### config.mk
export PLATFORM = sky130hd
export DESIGN_NAME = wbtimer
export DESIGN_NICKNAME = d
export VERILOG_FILES = /design/src/rtl/wbtimer.sv
export SDC_FILE = /design/constraint.sdc
export NUM_CORES = 1
export LEC_CHECK = 0
export ABC_AREA = 1
export CORE_MARGIN = 10
export CORE_UTILIZATION = 45
export DETAILED_ROUTE_END_ITERATION = 6
export DONT_BUFFER_PORTS = 1
export PLACE_DENSITY = 0.63
export SLEW_MARGIN = 10
export SYNTH_ARGS = -nofsm -noshare
export SYNTH_HDL_FRONTEND = slang
export SYNTH_SLANG_ARGS = --single-unit
### constraint.sdc
create_clock -name clk -period 2.35 [get_ports clk]
set_clock_uncertainty 0.05 [all_clocks]
set_input_delay 0.47 -clock clk [delete_from_list [all_inputs] [get_ports clk]]
set_output_delay 0.47 -clock clk [all_outputs]
set_load 0.1 [all_outputs]
### src/rtl/wbtimer.sv
// Wishbone slave timer: 8-bit prescaler, 32-bit counter with compare/match and level irq.
// Optional input capture unit enabled by defining WBTIMER_CAPTURE_EN.
module wbtimer #(
    parameter logic [11:0] BASE = 12'd0
) (
    input  logic        clk,
    input  logic        arstn,
    input  logic [14:0] adr_i,
    input  logic [31:0] dat_i,
    output logic [31:0] dat_o,
    input  logic        we_i,
    input  logic        stb_i,
    output logic        ack_o,
    output logic        irq
`ifdef WBTIMER_CAPTURE_EN
    ,
    input  logic        cap_i
`endif
);

    localparam int unsigned DW = 32;
    localparam int unsigned PW = 8;

    localparam logic [2:0] OFF_CTRL    = 3'd0;
    localparam logic [2:0] OFF_COUNT   = 3'd1;
    localparam logic [2:0] OFF_COMPARE = 3'd2;
    localparam logic [2:0] OFF_STATUS  = 3'd3;
    localparam logic [2:0] OFF_CAPTURE = 3'd4;

    logic          ack_q, ack_d;
    logic [DW-1:0] dat_q, dat_d;
    logic          irq_q, irq_d;
    logic          en_q, en_d;
    logic          reload_q, reload_d;
    logic          irqen_q, irqen_d;
    logic [PW-1:0] pre_q, pre_d;
    logic [PW-1:0] psc_q, psc_d;
    logic [DW-1:0] count_q, count_d;
    logic [DW-1:0] compare_q, compare_d;
    logic          match_q, match_d;
    logic          capf_c;
    logic [DW-1:0] capture_c;

    logic          sel_c;
    logic          wr_c;
    logic          rd_c;
    logic          tick_c;
    logic [DW-1:0] rdata_c;

`ifdef WBTIMER_CAPTURE_EN
    logic [2:0]    sync_q, sync_d;
    logic          capf_q, capf_d;
    logic [DW-1:0] capture_q, capture_d;
    logic          cap_rise_c;
`endif

    assign dat_o = dat_q;
    assign ack_o = ack_q;
    assign irq   = irq_q;

    // A strobe is only taken when no ack is pending, giving one ack per two cycles.
    assign sel_c  = stb_i && (adr_i[14:3] == BASE) && !ack_q;
    assign wr_c   = sel_c && we_i;
    assign rd_c   = sel_c && !we_i;
    assign tick_c = en_q && (psc_q == pre_q);

`ifdef WBTIMER_CAPTURE_EN
    assign cap_rise_c = sync_q[1] && !sync_q[2];
    assign capf_c     = capf_q;
    assign capture_c  = capture_q;
`else
    assign capf_c     = 1'b0;
    assign capture_c  = '0;
`endif

    // Read mux
    always_comb begin
        rdata_c = '0;
        case (adr_i[2:0])
            OFF_CTRL:    rdata_c = {16'd0, pre_q, 5'd0, irqen_q, reload_q, en_q};
            OFF_COUNT:   rdata_c = count_q;
            OFF_COMPARE: rdata_c = compare_q;
            OFF_STATUS:  rdata_c = {30'd0, capf_c, match_q};
            OFF_CAPTURE: rdata_c = capture_c;
            default:     rdata_c = '0;
        endcase
    end

    // Next-state: timer events first, bus writes override, status sets beat clears.
    always_comb begin
        logic match_set;
        logic match_clr;
        ack_d     = sel_c;
        dat_d     = rd_c ? rdata_c : '0;
        en_d      = en_q;
        reload_d  = reload_q;
        irqen_d   = irqen_q;
        pre_d     = pre_q;
        count_d   = count_q;
        compare_d = compare_q;
        match_set = 1'b0;
        match_clr = 1'b0;

        if (!en_q || tick_c) psc_d = '0;
        else                 psc_d = psc_q + PW'(1);

        if (tick_c) begin
            if (count_q == compare_q) begin
                match_set = 1'b1;
                count_d   = reload_q ? '0 : count_q + DW'(1);
            end else begin
                count_d   = count_q + DW'(1);
            end
        end

`ifdef WBTIMER_CAPTURE_EN
        sync_d    = {sync_q[1:0], cap_i};
        capture_d = cap_rise_c ? count_q : capture_q;
        capf_d    = capf_q;
`endif

        if (wr_c) begin
            case (adr_i[2:0])
                OFF_CTRL: begin
                    en_d     = dat_i[0];
                    reload_d = dat_i[1];
                    irqen_d  = dat_i[2];
                    pre_d    = dat_i[15:8];
                end
                OFF_COUNT: begin
                    count_d = dat_i;
                    psc_d   = '0;
                end
                OFF_COMPARE: compare_d = dat_i;
                OFF_STATUS: begin
                    match_clr = dat_i[0];
`ifdef WBTIMER_CAPTURE_EN
                    if (dat_i[1]) capf_d = 1'b0;
`endif
                end
                default: ;
            endcase
        end

        match_d = (match_q && !match_clr) || match_set;
`ifdef WBTIMER_CAPTURE_EN
        if (cap_rise_c) capf_d = 1'b1;
`endif
        irq_d = match_d && irqen_d;
    end

    always_ff @(posedge clk or negedge arstn) begin
        if (!arstn) begin
            ack_q     <= 1'b0;
            dat_q     <= '0;
            irq_q     <= 1'b0;
            en_q      <= 1'b0;
            reload_q  <= 1'b0;
            irqen_q   <= 1'b0;
            pre_q     <= '0;
            psc_q     <= '0;
            count_q   <= '0;
            compare_q <= '0;
            match_q   <= 1'b0;
        end else begin
            ack_q     <= ack_d;
            dat_q     <= dat_d;
            irq_q     <= irq_d;
            en_q      <= en_d;
            reload_q  <= reload_d;
            irqen_q   <= irqen_d;
            pre_q     <= pre_d;
            psc_q     <= psc_d;
            count_q   <= count_d;
            compare_q <= compare_d;
            match_q   <= match_d;
        end
    end

`ifdef WBTIMER_CAPTURE_EN
    // Two-flop synchronizer plus one history flop for edge detection
    always_ff @(posedge clk or negedge arstn) begin
        if (!arstn) begin
            sync_q    <= '0;
            capf_q    <= 1'b0;
            capture_q <= '0;
        end else begin
            sync_q    <= sync_d;
            capf_q    <= capf_d;
            capture_q <= capture_d;
        end
    end
`endif

endmodule

### After elaboration in Yosys (flattened, before gate mapping)

Cells that the tools add are included.

| storage, ports and cells | value |
|---|---|
| bits in registers | 118 |
| input port bits | 51 |
| output and inout port bits | 34 |
| logic and storage cells | 51 |

| operators by class | value |
|---|---|
| add/sub/neg operators | 2 |
| eq/ne operators | 5 |
| mux-type cells | 16 |
| reductions and logical operators | 17 |

Operators with widths:

| kind | count |
|---|---|
| $mux W32 | 6 |
| $pmux W32 S4 | 1 |
| $add A32 B1 Y32 const B | 1 |
| $eq A32 B32 Y1 | 1 |
| $mux W8 | 3 |
| $logic_not A12 Y1 | 1 |
| $add A8 B1 Y8 const B | 1 |
| $eq A8 B8 Y1 | 1 |
| $logic_and A1 B1 Y1 | 7 |
| $eq A3 B2 Y1 const B | 2 |
| $mux W1 | 6 |
| $logic_not A1 Y1 | 4 |
| $reduce_and A2 Y1 | 2 |
| $eq A3 B1 Y1 const B | 1 |
| $logic_not A3 Y1 | 1 |
| $logic_or A1 B1 Y1 | 2 |

### Longest topological paths before layout

Gate-level depths: netlist of run 1.

| logic depth | value |
|---|---|
| depth in word-level cells | 9 |
| depth in mapped cells | 13 |

### Worst setup path after synthesis of run 1

No wires, ideal clock.

| path | value |
|---|---|
| path type | flip-flop to flip-flop |
| start point | register ack_q, in the netlist ack_o |
| end point | register count_q[25] |
| arrival time | 1.902 ns |
| path slack | 0.274 ns |
| cell stages (with the launch flop) | 10 |
| buffers on the path | 2 |
| clock period less this slack | 2.076 ns |
| cell sequence | dfrtp_1 inv_1 nand3_1 nor3_1 and2_1 buf_6 nand3_4 buf_2 nor2_1 o21bai_2 |

| on the way | value |
|---|---|
| longest elaborated chain between the ends | 4 |

RTL lines:

| element | RTL line | text |
|---|---|---|
| from (decl) | 30 | `logic ack_q, ack_d;` |
| from (signal assigned) | 166 | `ack_q <= ack_d;` |
| $logic_not A1 Y1 | 62 | `assign sel_c = stb_i && (adr_i[14:3] == BASE) && !ack_q;` |
| $logic_and A1 B1 Y1 | 62 |  |
| net ack_d | 30 |  |
| $logic_and A1 B1 Y1 | 63 | `assign wr_c = sel_c && we_i;` |
| $mux W32 | 122 | `if (wr_c) begin` |
| net count_d[25] | 38 | `logic [DW-1:0] count_q, count_d;` |
| to (signal assigned) | 174 | `count_q <= count_d;` |
| to (decl) | 38 |  |

The timed path passes the listed nets, and every way through them passes these cells.
A chain may end at the register's enable or synchronous reset.

### Worst setup path in the final report of run 1

| path | value |
|---|---|
| start point | register count_q[0] |
| end point | register count_q[29] |

| on the way | value |
|---|---|
| longest elaborated chain between the ends | 6 |

RTL lines:

| element | RTL line | text |
|---|---|---|
| $add A32 B1 Y32 | 110, 112 |  |
| $mux W32 | 110 | `count_d = reload_q ? '0 : count_q + DW'(1);` |
| $mux W32 * | 108 | `if (count_q == compare_q) begin` |
| $mux W32 * | 107 | `if (tick_c) begin` |
| $mux W32 | 123 | `case (adr_i[2:0])` |
| $mux W32 * | 122 |  |
| net count_d[29] | 38 |  |

Mark *: on every way through the listed nets, which the timed path passes. The rest lies on a longest branch.

==> results of run 1 <==
final timing paths:
path                               end        from  depth (start not counted)
setup / recovery           count_q[29]  count_q[0]                          9
hold / removal              count_q[3]       arstn                          0
setup reg to reg           count_q[29]  count_q[0]                          9
hold reg to reg               psc_q[0]    psc_q[0]                          1
max in group asynchronous  count_q[13]       arstn                          0
min in group clk           count_q[18]   dat_i[18]                          2
power breakdown:
group / internal [mW] / leakage, nW / switching [mW]
clock: 2.04 / 0.327 / 0.964
combinational: 0.0168 / 1.79 / 0.0450
sequential: 2.03 / 1.63 / 0.00167
worst max-delay path, cell delays in order, from the launching register on:
cell	delay (ns)
dfrtp_1	0.45
nand3_1	0.13
inv_1	0.12
nand2_1	0.14
nor2_1	0.44
nand3_1	0.21
nor3_1	0.22
nor2_1	0.07
nand3_1	0.06
nand2_1	0.05
synthesized netlist by cell type, types with 2 or more instances:
cell type / n / area, um2
buf_2: 6 / 30.03
ha_1: 2 / 25.02
o21bai_1: 8 / 60.06
a31oi_1: 11 / 68.82
buf_4: 11 / 82.58
o21ai_1: 33 / 165.2
inv_1: 126 / 473.0
xor2_1: 5 / 43.79
inv_2: 13 / 48.80
nor2_2: 7 / 43.79
nor2_1: 102 / 382.9
nor3_1: 10 / 50.05
nand4_1: 18 / 112.6
nand3_4: 3 / 52.55
nand2_1: 373 / 1400
dfrtp_1: 118 / 2953
nor2_4: 2 / 22.52
nand2_2: 3 / 18.77
nand3_1: 53 / 265.3
o21bai_2: 10 / 112.6
clkbuf_1: 20 / 75.07
and2_1: 2 / 12.51
o21ai_0: 24 / 120.1
a21oi_1: 28 / 140.1
registers in the layout (all words and copies together), names as in the netlist:
| name | count |
|---|---|
| irqen_q | 1 |
| dat_o | 32 |
| pre_q | 8 |
| ack_o | 1 |
| irq | 1 |
| count_q | 32 |
| reload_q | 1 |
| compare_q | 32 |
| en_q | 1 |
| match_q | 1 |
| psc_q | 8 |
layer usage:
metal	vias to the layer above	wire, um
met4	0	278
met3	25	1111
met2	156	8162
li1	3168	-
met1	2739	8781
met5	-	0
cells by family after synthesis:
family	share of synthesized area, %
DFF	42.95
AOI/OAI and AO/OA	9.937
and+or+nand+nor	35.34
xor gates and xnor gates	0.6369
adders and majority gates	0.3639
buffers and inverters	10.77
stage by stage:
stage                     hold slack [ns]  power, mW  utilization [%]  cells  cell area, um2
after floorplan                    0.1244      2.113                -   1000            6875
after global placement             0.1322      2.133            48.33   1200            7293
after detailed placement           0.1323      2.133            48.33   1200            7293
after CTS                         -0.3153      5.135            52.84   1232            7973
after global routing              -0.3208      5.240            52.84   1232            7973
final                             -0.3090      5.106            52.84   1232            7973
cell type report:
cell class	count	area, um2	share of cell area [%]
repair buffers	51	395.4	4.959
inverters	139	521.8	6.544
flip-flops and latches	118	2953	37.04
clock inverters	12	222.7	2.793
well taps	188	235.2	2.950
multi-input cells	704	3188	39.99
clock buffers	20	456.7	5.728
==> results.yml, run 1 <==
route:
  route.detailed.drc: 0
  initialDrtViolationCount: 422
  ant_nets: 0
  wl_per_cell_um: 14.88
  first_pass_iters: 5
  vias: 6088
  drt-total-wl_um: 18330
  vias_per_cell: 4.942
critical_path:
  setup.worst_path.start_class: "flop"
  critPathMaxFanout: 7
  cp_data_required_time_ns: 2.61
  crit_arrival_ns: 2.31
  crit_type: "reg -> reg"
  worstSetupEndpointType: "flop"
  rrSetupSlack_ns: 0.30
pwr:
  peakVddDrop_mv: 0.5173
  power_density_nw_per_um2: 640.4
  p_leak_nw: 3.750
cts:
  cts_setup_buffers: 0
  root_buffer: "clkbuf_16"
  clkSlewWorstSetupHoldPaths_ns: 0.06
  cts.path.max_buffers: 2
  numCtsBuffers: 17
  cts_resized: 0
  cts.sinks: 118
  clock_latency_ns: 0.43
  cts_tree: "done"
  htree_levels: 4
layout:
  insertedDiodeCount: 0
  fillers: 1502
  layout.nets: 1084
  syn_to_final_growth_pct: 15.96
  final_common_cell: "nand2_1"
  drive_gt1_share_pct: 11.88
  layout_common_cells: "373 x nand2_1, 126 x inv_1, 118 x dfrtp_1"
min_path:
  hold_class: "in -> async"
sta:
  min_period_ns: 2.046
  setup_ws_ns: 0.3040
  hold_viol_final: 118
  min_period_over_period_pct: 87.07
  finalMaxSlewViolations: 0
  setup_viol: 0
  max-slew-margin-rel_pct: 65.01
  final.setup.tns_ns: 0
  rsz0062_at_grt: "no"
  fmax_mhz: 488.7
  worst_pin_slew_ns: 0.5229
  hold_slack_ns: -0.3090
global_routing:
  use_met3_pct: 4.719
  grt_max_degree: 119
  busiest_layer: "met2"
  antenna_found_initial: 0
  overflow: 0
  grt_usage_pct: 18.54
  grt_pass1_wl_um: 30390
  grt_use_met1_pct: 24.01
  grt_pass1_vias: 6017
  use_met2_pct: 29.80
floorplanning:
  dieWidth_um: 143.6
  dieArea_um2: 20620
  rows: 45
  core_um2: 15090
  ios: 85
  initial_core_util_pct: 45.56
  chipHeight_um: 143.6
yosys:
  ys_seq_area_share_pct: 42.95
  synth_cell_types: 36
  synth_edf_count: 0
  synth_nets: 1053
  async_reset_ff_share_pct: 100.0
  synthesis.area_um2: 6875
  ys.warnings.count: 0
  synthFlopType: "dfrtp_1"
  synth.ff_latch_count: 118
  synth_cells: 1000
  avgSynthCellArea_um2: 6.875
placed_design:
  port_buffers: 0
  place_ws_ns: 0.3125
  routabilityCongestion: 0.9015
  dp_hpwl_um: 12820
run:
  maxCapViolations: 0
status:
  violations: "hold timing"
  status: "finished with violations"
Note: power is estimated with default switching activity, not from simulation.
==> run 2, diff against run 1 <==
==> constraint.sdc (replaced) <==
create_clock -name clk -period 2.35 [get_ports clk]
set_clock_uncertainty 0.05 [all_clocks]
set_input_delay 0.235 -clock clk [delete_from_list [all_inputs] [get_ports clk]]
set_output_delay 0.235 -clock clk [all_outputs]
set_load 0.1 [all_outputs]
==> run 2 against run 1 <==
The run still ends with hold timing left. Clock-buffer cell count rose by 4. First-iteration DRC count rose by 46%. Total power shrank 5.2%. Cell count increased by 0.57%. Maximum frequency down 3.1%. Worst hold slack got worse by 0.23 ns. Register-to-register slack worse by 0.06 ns. Highest routed layer unchanged.
==> results.yml, run 2 (synthesis results as in run 1) <==
critical_path:
  crit_arrival_ns: 2.36
  r2r-end: "count_q[28]"
  worstSetupEndpoint: "count_q[28]"
  rrSetupSlack_ns: 0.24
  crit_type: "reg -> reg"
  r2r-start: "count_q[0]"
  critPathMaxFanout: 7
  reg2regPathDepth: 10
  worstSetupEndpointType: "flop"
  critical_path.startpoint: "count_q[0]"
  cp_data_required_time_ns: 2.60
  setup.worst_path.start_class: "flop"
layout:
  layout_common_cells: "373 x nand2_1, 126 x inv_1, 118 x dfrtp_1"
  insertedDiodeCount: 0
  finalNonFillerCells: 1239
  syn_to_final_growth_pct: 16.76
  final_common_cell: "nand2_1"
  drive_gt1_share_pct: 9.324
  layout.nets: 1091
  fillers: 1451
global_routing:
  grt_usage_pct: 19.20
  antenna_found_initial: 0
  grt_max_degree: 119
  overflow: 0
  grt_pass1_wl_um: 31370
  grt_pass1_vias: 5919
sta:
  max-slew-margin-rel_pct: 40.77
  hold_viol_final: 118
  min_period_over_period_pct: 89.81
  final.setup.tns_ns: 0
  worst_pin_slew_ns: 0.8891
  fmax_mhz: 473.8
  setup_viol: 0
  min_period_ns: 2.111
  rsz0062_at_grt: "no"
  finalMaxSlewViolations: 0
  hold_slack_ns: -0.5377
route:
  wl_per_cell_um: 15.35
  vias_per_cell: 4.989
  initialDrtViolationCount: 615
  route.detailed.drc: 0
  drt-total-wl_um: 19020
  ant_nets: 0
  first_pass_iters: 5
  vias: 6181
cts:
  cts_hold_buf: 32
  numCtsBuffers: 17
  clkSlewWorstSetupHoldPaths_ns: 0.05
  htree_levels: 4
  cts.sinks: 118
  clock_latency_ns: 0.42
  cts_tree: "done"
  root_buffer: "clkbuf_16"
  cts.path.max_buffers: 2
status:
  violations: "hold timing"
  status: "finished with violations"
floorplanning:
  initial_core_util_pct: 45.56
  core_um2: 15090
  dieArea_um2: 20620
  chipHeight_um: 143.6
  rows: 45
  ios: 85
  dieWidth_um: 143.6
placed_design:
  dp_hpwl_um: 13260
  routabilityCongestion: 0.8772
  dp.cells: 1175
  port_buffers: 0
pwr:
  peakVddDrop_mv: 0.4837
  p_leak_nw: 3.707
  power_density_nw_per_um2: 602.9
min_path:
  hold_class: "in -> async"
run:
  maxCapViolations: 0
## run 2: per-layer routing
metal / global-route usage, % / wire, um / vias to the layer above
met4: 5.696 / 247 / 0
li1: - / - / 3182
met5: 0 / 0 / -
met3: 3.927 / 929 / 18
met2: 29.16 / 8531 / 146
met1: 26.91 / 9315 / 2835
## run 2: final cells by class
cell class	count	area [um2]	area share, %
multi-input cells	704	3191	39.74
repair buffers	58	515.5	6.421
flip-flops and latches	118	2953	36.78
well taps	188	235.2	2.930
clock buffers	24	491.7	6.125
clock inverters	8	120.1	1.496
inverters	139	521.8	6.499
## run 2: what timing repair did
item	in CTS	in global routing
resized for setup	0	1
endpoints found under the setup margin	0	2
buffers inserted	0	0
hold endpoints to repair	173	118
## run 2: worst min-delay path by stage
stage / cells after the start / slack [ns] / end / startpoint
floorplan: 0 / -0.11 / ack_o / arstn
global placement: 0 / -0.10 / dat_o[5] / arstn
detailed placement: 0 / -0.11 / dat_o[5] / arstn
CTS: 0 / -0.55 / match_q / arstn
global route: 0 / -0.56 / dat_o[4] / arstn
finish: 0 / -0.54 / pre_q[0] / arstn
## run 2: report_power, final
group          total [mW]  internal, mW  switching, mW
Sequential           2.04          2.03        0.00157
Combinational       0.113        0.0518         0.0608
Clock                2.69          1.77          0.918
Total                4.84          3.86          0.980
## run 2: through the flow
step / utilization (%) / hold slack, ns / area, um2 / worst slack, ns / total power, mW
finish: 53.20 / -0.5377 / 8028 / 0.2394 / 4.840
global route: 53.20 / -0.5583 / 8028 / 0.01914 / 5.004
CTS: 53.18 / -0.5509 / 8025 / 0.1193 / 4.893
detailed placement: 47.01 / -0.1052 / 7093 / 0.1670 / 2.136
global placement: 47.01 / -0.1042 / 7093 / 0.1766 / 2.136
floorplan: - / -0.1106 / 6875 / 0.2744 / 2.113
## run 2: critical path, cell delays in order (launching register included)
cell      delay [ns]
dfrtp_1         0.46
ha_1            0.20
inv_1           0.08
nor2_4          0.20
nand2_1         0.13
nor2_2          0.19
nand3_1         0.19
nor2_1          0.23
nand3_1         0.10
nand2_1         0.09
o21bai_2        0.06
==> run 3, diff against run 2 <==
--- a/config.mk
+++ b/config.mk
@@ -10,6 +10,7 @@
 export CORE_UTILIZATION = 45
 export DETAILED_ROUTE_END_ITERATION = 6
 export DONT_BUFFER_PORTS = 1
+export MAX_ROUTING_LAYER = met4
 export PLACE_DENSITY = 0.63
 export SLEW_MARGIN = 10
 export SYNTH_ARGS = -nofsm -noshare
==> run 3 against run 2 <==
The run still ends with hold timing left. Maximum frequency fell by 3.3%. Non-clock buffer count did not move. First-iteration DRC count fell by 14%. Cell area fell by 0.19%. Sequential power barely moved. Clock power fell by 1%. Setup slack got worse by 0.072 ns. Clock-buffer cell count fell by 2. Critical path depth rose by 1. Die area did not move. Largest cell class unchanged.
==> results.yml, run 3 (synthesis results as in run 1) <==
status:
  status: "finished with violations"
  violations: "hold timing"
route:
  first_pass_iters: 5
  vias: 6187
  initialDrtViolationCount: 528
  wl_per_cell_um: 15.50
  vias_per_cell: 4.998
  drt-total-wl_um: 19190
  ant_nets: 0
  route.detailed.drc: 0
sta:
  min_period_ns: 2.183
  final.setup.tns_ns: 0
  hold_viol_final: 118
  max-slew-margin-rel_pct: 40.67
  worst_pin_slew_ns: 0.8905
  min_period_over_period_pct: 92.88
  finalMaxSlewViolations: 0
  hold_slack_ns: -0.5391
  rsz0062_at_grt: "no"
  fmax_mhz: 458.2
  setup_viol: 0
cts:
  cts_resized: 0
  cts_tree: "done"
  numCtsBuffers: 17
  cts_hold_buf: 32
  clock_latency_ns: 0.42
  htree_levels: 4
  cts.path.max_buffers: 2
  cts.sinks: 118
  clkSlewWorstSetupHoldPaths_ns: 0.05
  root_buffer: "clkbuf_16"
  cts_setup_buffers: 0
global_routing:
  overflow: 0
  antenna_found_initial: 0
  grt_use_met1_pct: 25.96
  grt_pass1_wl_um: 31230
  grt_max_degree: 119
  busiest_layer: "met2"
  grt_usage_pct: 19.69
  use_met3_pct: 3.696
  use_met2_pct: 29.94
  grt_pass1_vias: 5977
floorplanning:
  core_um2: 15090
  ios: 85
  rows: 45
  dieArea_um2: 20620
  chipHeight_um: 143.6
  initial_core_util_pct: 45.56
  dieWidth_um: 143.6
pwr:
  peakVddDrop_mv: 0.4504
  power.switching_uw: 973.3
  power_density_nw_per_um2: 598.5
  p_total_mw: 4.795
  seq_power_share_pct: 42.5
  p_clk_share_pct: 55.2
  p_comb_share_pct: 2.3
  p_int_mw: 3.822
  p_leak_nw: 3.702
  switching_share_pct: 20.30
layout:
  finalNonFillerCells: 1238
  syn_to_final_growth_pct: 16.54
  layout_common_cells: "373 x nand2_1, 126 x inv_1, 118 x dfrtp_1"
  final_common_cell: "nand2_1"
  drive_gt1_share_pct: 9.238
  fin_util_pct: 53.10
  layout.nets: 1091
  fillers: 1480
  insertedDiodeCount: 0
critical_path:
  crit_arrival_ns: 2.49
  r2r-start: "count_q[0]"
  rrSetupSlack_ns: 0.17
  setup.worst_path.start_class: "flop"
  r2r-end: "count_q[22]"
  worstSetupEndpointType: "flop"
  critPathMaxFanout: 7
  cp_data_required_time_ns: 2.66
  reg2regPathDepth: 11
  critical_path.startpoint: "count_q[0]"
  crit_type: "reg -> reg"
min_path:
  hold_class: "in -> async"
placed_design:
  routabilityCongestion: 0.9024
  dp_hpwl_um: 13480
  dp.cells: 1175
  port_buffers: 0
run:
  maxCapViolations: 0
-- run 3: stage by stage --
step / worst slack, ns / cell area [um2]
3_3_place_gp: 0.1616 / 7093
5_1_grt: 0.008040 / 8013
3_5_place_dp: 0.1795 / 7093
6_report: 0.1674 / 8013
2_1_floorplan: 0.2744 / 6875
4_1_cts: 0.1664 / 8013
-- run 3: area by class of cell --
cell class | instances | area (um2) | area share [%]
Clock inverter | 9 | 125.1 | 1.562
Inverter | 139 | 521.8 | 6.512
Timing Repair Buffer | 58 | 515.5 | 6.433
Multi-Input combinational cell | 704 | 3188 | 39.79
Sequential cell | 118 | 2953 | 36.85
Tap cell | 188 | 235.2 | 2.936
Clock buffer | 22 | 474.2 | 5.918
-- run 3: critical path: stages (launching register included) --
cell      delay, ns
dfrtp_1        0.46
ha_1           0.20
inv_1          0.07
nor2_4         0.19
nand3b_2       0.13
nor2_1         0.42
inv_1          0.10
nor2_2         0.20
nand3_1        0.09
nand2_1        0.06
nand3_1        0.08
nand2_1        0.07
-- run 3: layer usage --
metal / up-vias / wire [um]
met3: 26 / 1015
met2: 174 / 8415
met4: 0 / 367
met5: - / 0
li1: 3177 / -
met1: 2810 / 9392
-- run 3: how the worst max path moves through the flow --
stage / end / slack (ns) / cells past startpoint
final: count_q[22] / 0.17 / 11
after floorplan: count_q[25] / 0.27 / 9
after global placement: count_q[26] / 0.16 / 11
after CTS: count_q[26] / 0.17 / 11
after detailed placement: count_q[26] / 0.18 / 11
after global routing: count_q[26] / 0.008 / 11
-- run 3: power by group through the flow --
stage / clock, mW / sequential (mW) / combinational (mW)
2_1_floorplan: 0 / 2.07 / 0.0411
3_3_place_gp: 0 / 2.07 / 0.0638
3_5_place_dp: 0 / 2.07 / 0.0642
4_1_cts: 2.69 / 2.04 / 0.111
5_1_grt: 2.79 / 2.04 / 0.122
6_report: 2.65 / 2.04 / 0.110
